--- src/rtl/svi_sdram_arbiter.sv ---
// svi_sdram_arbiter
//   Four-port arbiter in front of a simple SDRAM controller. One access at a
//   time: a port is granted from IDLE and its command is latched. The strobe
//   is held for ACC_CYCLES cycles in ACCESS, and the port then gets a
//   one-cycle ack in ACK.
//   Priority is 0 > 1 > 2 > 3. Port 3 (cassette) is only eligible inside a
//   CPU refresh window, and it wins over port 2 right after a port-2 grant.
//
// Ports
//   clk_i, reset_n_i      clock, asynchronous active-low reset
//   req_i/we_i [3:0]      per-port request and write qualifier
//   addr_i  [4*AW-1:0]    per-port address, port n at [n*AW +: AW]
//   wdata_i [31:0]        per-port write byte, port n at [n*8 +: 8]
//   rfsh_win_i            CPU refresh window (gates port 3)
//   ack_o   [3:0]         one-cycle completion pulse for the served port
//   rdata_o [7:0]         last read data, updated only by reads
//   busy_o, grant_o       access in progress / current or last served port
//   sd_*                  SDRAM controller side
module svi_sdram_arbiter #(
  parameter int unsigned ACC_CYCLES = 8,
  parameter int unsigned AW         = 23
) (
  input  logic            clk_i,
  input  logic            reset_n_i,
  input  logic [3:0]      req_i,
  input  logic [3:0]      we_i,
  input  logic [4*AW-1:0] addr_i,
  input  logic [31:0]     wdata_i,
  input  logic            rfsh_win_i,
  output logic [3:0]      ack_o,
  output logic [7:0]      rdata_o,
  output logic            busy_o,
  output logic [1:0]      grant_o,
  input  logic            sd_ready_i,
  output logic [AW-1:0]   sd_addr_o,
  output logic [7:0]      sd_din_o,
  output logic            sd_we_o,
  output logic            sd_rd_o,
  input  logic [7:0]      sd_dout_i
);

  typedef enum logic [1:0] {
    S_IDLE,
    S_ACCESS,
    S_ACK
  } state_t;

  localparam logic [7:0] CNT_LOAD = 8'(ACC_CYCLES - 1);

  state_t          state_q, state_d;
  logic [1:0]      grant_q;
  logic            we_q;
  logic [AW-1:0]   addr_q;
  logic [7:0]      din_q;
  logic [7:0]      rdata_q;
  logic [7:0]      cnt_q;

  logic [3:0]      elig;
  logic            start;
  logic [1:0]      sel;
  logic            sel_we;
  logic [AW-1:0]   sel_addr;
  logic [7:0]      sel_din;

  assign elig  = {req_i[3] & rfsh_win_i, req_i[2:0]};
  assign start = (state_q == S_IDLE) && sd_ready_i && (elig != 4'b0000);

  // Port 3 is only promoted past port 2 when port 2 was the last one served,
  // so a continuously requesting CPU cannot starve the cassette reader.
  always_comb begin
    sel = 2'd0;
    if (elig[0])                          sel = 2'd0;
    else if (elig[1])                     sel = 2'd1;
    else if (elig[3] && grant_q == 2'd2)  sel = 2'd3;
    else if (elig[2])                     sel = 2'd2;
    else if (elig[3])                     sel = 2'd3;
  end

  always_comb begin
    sel_we   = 1'b0;
    sel_addr = '0;
    sel_din  = '0;
    for (int unsigned n = 0; n < 4; n++) begin
      if (sel == 2'(n)) begin
        sel_we   = we_i[n];
        sel_addr = addr_i[n*AW +: AW];
        sel_din  = wdata_i[n*8 +: 8];
      end
    end
  end

  always_comb begin
    state_d = state_q;
    case (state_q)
      S_IDLE:   if (start) state_d = S_ACCESS;
      S_ACCESS: if (cnt_q == 8'd0) state_d = S_ACK;
      S_ACK:    state_d = S_IDLE;
      default:  state_d = S_IDLE;
    endcase
  end

  always_ff @(posedge clk_i or negedge reset_n_i) begin
    if (!reset_n_i) begin
      state_q <= S_IDLE;
      grant_q <= '0;
      we_q    <= 1'b0;
      addr_q  <= '0;
      din_q   <= '0;
      rdata_q <= '0;
      cnt_q   <= '0;
    end else begin
      state_q <= state_d;
      if (start) begin
        grant_q <= sel;
        we_q    <= sel_we;
        addr_q  <= sel_addr;
        din_q   <= sel_din;
        cnt_q   <= CNT_LOAD;
      end else if (state_q == S_ACCESS) begin
        if (cnt_q != 8'd0) begin
          cnt_q <= cnt_q - 8'd1;
        end else if (!we_q) begin
          rdata_q <= sd_dout_i;
        end
      end
    end
  end

  // Outputs decode straight from registers, so reset clears them without
  // waiting for a clock edge.
  assign busy_o    = (state_q != S_IDLE);
  assign sd_we_o   = (state_q == S_ACCESS) &&  we_q;
  assign sd_rd_o   = (state_q == S_ACCESS) && !we_q;
  assign ack_o     = (state_q == S_ACK) ? (4'b0001 << grant_q) : 4'b0000;
  assign grant_o   = grant_q;
  assign sd_addr_o = addr_q;
  assign sd_din_o  = din_q;
  assign rdata_o   = rdata_q;

endmodule

--- config.mk ---
export PLATFORM = sky130hd
export DESIGN_NAME = svi_sdram_arbiter
export DESIGN_NICKNAME = d
export VERILOG_FILES = /design/src/rtl/svi_sdram_arbiter.sv
export SDC_FILE = /design/constraint.sdc
export NUM_CORES = 1
export LEC_CHECK = 0
export BUFFER_PORTS_ARGS = -buffer_cell sky130_fd_sc_hd__buf_2
export CAP_MARGIN = 0
export CORE_MARGIN = 2
export CORE_UTILIZATION = 43
export CTS_CLUSTER_DIAMETER = 120
export CTS_CLUSTER_SIZE = 40
export DETAILED_ROUTE_END_ITERATION = 7
export PLACE_DENSITY = 0.82
export SYNTH_ARGS = -nofsm -noshare
export SYNTH_HDL_FRONTEND = slang
export SYNTH_SLANG_ARGS = --single-unit
--- constraint.sdc ---
create_clock -name clk_i -period 2.09 [get_ports clk_i]
set_input_delay 0.1045 -clock clk_i [delete_from_list [all_inputs] [get_ports clk_i]]
set_output_delay 0.1045 -clock clk_i [all_outputs]
set_load 0.03 [all_outputs]
==> results_dict.tcl <==
set metrics [dict create \
    drcViolationCount 0 \
    pwr-share-seq_pct 32.8 \
    port_buffers 191 \
    p_switching_w 0.00251 \
    hold_class "input port to flip-flop" \
    worst_slew_pin_slew_ns 0.645 \
    clock_power_share_pct 13.4 \
    area_growth_pct 32.2 \
    synth_top_area_cell "dfrtp_1" \
    numCtsBuffers 5 \
    ys_types 40 \
    outcome "completed" \
    post-route-period-util_pct 94.0 \
    pwr_density_cell_mw_per_mm2 1020 \
    coreArea_mm2 0.00881 \
    cp.required_ns 2.29 \
    ys_top_cells_by_area "dfrtp_1, a211oi_1, a21oi_1, o41ai_1, o21a_1" \
    grt_remaining_overflow 0 \
    nNetsFinal 805 \
    antenna_cells 0 \
    start_kind "flip-flop" \
    p_total_w 0.00531 \
    initial_core_util_pct 44.9 \
    hold_start "sd_dout_i[3]" \
    rows 34 \
    power_leakage_nw 2.47 \
    cts_max_level 2 \
    fin_tns_setup_ns 0 \
    yosys-top-cells-count "a211oi_1, a21oi_1, dfrtp_1, clkbuf_1, nand2_1" \
    syn-num-nets 635 \
    synthesis.area_mm2 0.00396 \
    r2r_start "cnt_q[0]$_DFFE_PN0P_" \
    cp_max_fo 7 \
    yosysMostFrequentCell "a211oi_1" \
    io_pins 192 \
    clk_path_buf_depth 2 \
    fmax_mhz 509 \
    ys.warnings.count 0 \
    grt_pass1_vias 4363 \
    drt_iter0_drc 159 \
    hold_viol 0 \
    post_drt_wl_per_cell_um 16.9 \
    post_dp_cell_area_mm2 0.00508 \
    cts_root_buf "clkbuf_8" \
    drt-vias-per-instance 5.89 \
    finalMaxSlewViolations 0 \
    nFillCells 801 \
    die_h_um 99.9 \
    first_pass_iters 5 \
    dieArea_mm2 0.00998 \
    hpwl_mm 9.46 \
    p_int_w 0.00280 \
    path_clk_slew_ns 0.10 \
    ant_nets 0 \
    finalWirelength_mm 13.0 \
    cp.arrival_ns 2.16 \
    end_kind "flip-flop" \
    clock-sinks 52 \
    num_vias 4524 \
    synth_seq_cells 52 \
    grt_max_degree 100 \
    comb_power_share_pct 53.8 \
    criticalPathCategory "flip-flop to flip-flop" \
    finalSetupViolations 0 \
    grt_usage_pct 25.9 \
    drv_cap 0 \
    syn_inst 489 \
    syn_area_per_cell_um2 8.09 \
    slew_headroom_pct 57.0 \
    drive_above_1_share_pct 36.4 \
    netlist.area_leader.share_pct 32.9 \
    antenna_found_initial 0 \
    synth_ff_type "dfrtp_1" \
    clkLatencyLatePin_ns 0.31 \
    async_flop_share_pct 100 \
    stdcell_area_mm2 0.00523 \
    yosysSeqAreaShare_pct 32.9 \
    min_period_ns 1.97 \
    startpoint "cnt_q[0]$_DFFE_PN0P_" \
    synth_edf_count 0 \
    place.gp.congestion 0.840 \
    sw_frac_of_total_pct 47.3 \
    cts_tree "done" \
    skew_ns 0.0131 \
    die_w_um 99.9 \
    rsz0062_at_grt "false" \
    worst_ir_drop_vdd_mv 0.513 \
    grt_pass1_wl_mm 20.9 \
]
## path summary, 6_finish.rpt
path | to | slack [ns] | cells after the start
min | rdata_o[3]$_DFFE_PN0P_ | 0.02 | 2
max reg2reg | cnt_q[3]$_DFFE_PN0P_ | 0.12 | 7
min reg2reg | sd_addr_o[11]$_DFFE_PN0P_ | 0.48 | 2
max in group asynchronous | sd_addr_o[12]$_DFFE_PN0P_ | 1.16 | 3
max | cnt_q[3]$_DFFE_PN0P_ | 0.12 | 7
min in group asynchronous | sd_addr_o[3]$_DFFE_PN0P_ | 0.34 | 2
## final cells by class
class	count	area, um2	area share, %
Clock buffer	5	68.8	1.32
Clock inverter	3	42.5	0.814
Inverter	32	120	2.30
Multi-Input combinational cell	351	2330	44.6
Sequential cell	52	1300	24.9
Tap cell	108	135	2.58
Timing Repair Buffer	217	1230	23.5
## through the flow
stage	utilization, %	hold slack (ns)	setup WS, ns	std cells
after floorplan	-	-0.191	0.105	489
after CTS	59.1	0.00937	0.0235	767
after detailed placement	57.7	0.163	0.0398	758
after global routing	59.4	0.0146	0.0150	768
final	59.4	0.0223	0.125	768
after global placement	57.7	0.152	0.0918	758
## state kept, by name, indices dropped and copies added (netlist names)
signal	cells
sd_addr_o	23
cnt_q	8
rdata_o	8
sd_din_o	8
grant_o	2
state_q	2
we_q	1
## cell families (layout without fill, tap and decap cells)
kind of cell	count (synthesis)	count (layout)	share of synthesized area [%]
and+or+nand+nor	132	132	18.5
xor gates and xnor gates	6	6	1.33
buffers and inverters	86	257	8.73
DFF	52	52	32.9
adders and majority gates	2	2	0.633
muxes	8	8	2.28
AOI/OAI and AO/OA	203	203	35.6
## power groups by stage
stage               Combinational [W]  Clock, W  Sequential, W
floorplan                     0.00124         0        0.00236
global placement              0.00276         0        0.00174
detailed placement            0.00284         0        0.00175
CTS                           0.00284  0.000729        0.00174
global route                  0.00309  0.000766        0.00180
finish                        0.00286  0.000712        0.00174
## layer usage
layer	part of all wire, %	wire length, um	GRT usage (%)	vias up
met5	0	0	0	-
met4	1.6	209	7.80	0
met1	42	5510	34.1	2152
li1	-	-	-	2137
met3	7.7	1010	4.53	18
met2	48	6280	43.6	217
## critical path, cell delays in order (launching register included)
cell and delay (ns):
dfrtp_1 0.41, inv_1 0.12, ha_1 0.15, or4b_1 0.50, buf_4 0.20, o211ai_1 0.24
xor2_1 0.18, nor2_1 0.05
## cells in the final DEF, fill, tap and decap left out, drive strengths merged, types with 2 or more instances in the layout
cell	instances
a211oi	64
a21oi	62
buf	216
clkbuf	5
dfrtp	52
ha	2
inv	32
mux2	8
nand2	40
nand2b	33
nand4	2
nor2	9
nor2b	2
nor3	3
nor4bb	2
o211ai	3
o21a	32
o21ai	3
o22ai	3
o41ai	32
or3	33
xor2	5
## what timing repair did
action,4_1_cts,5_1_grt
hold buffers,1,0
setup endpoints to repair,0,9
resized for setup,0,1
hold endpoints to repair,24,0
setup buffers,0,1
Power figures use the tool's default switching activity.
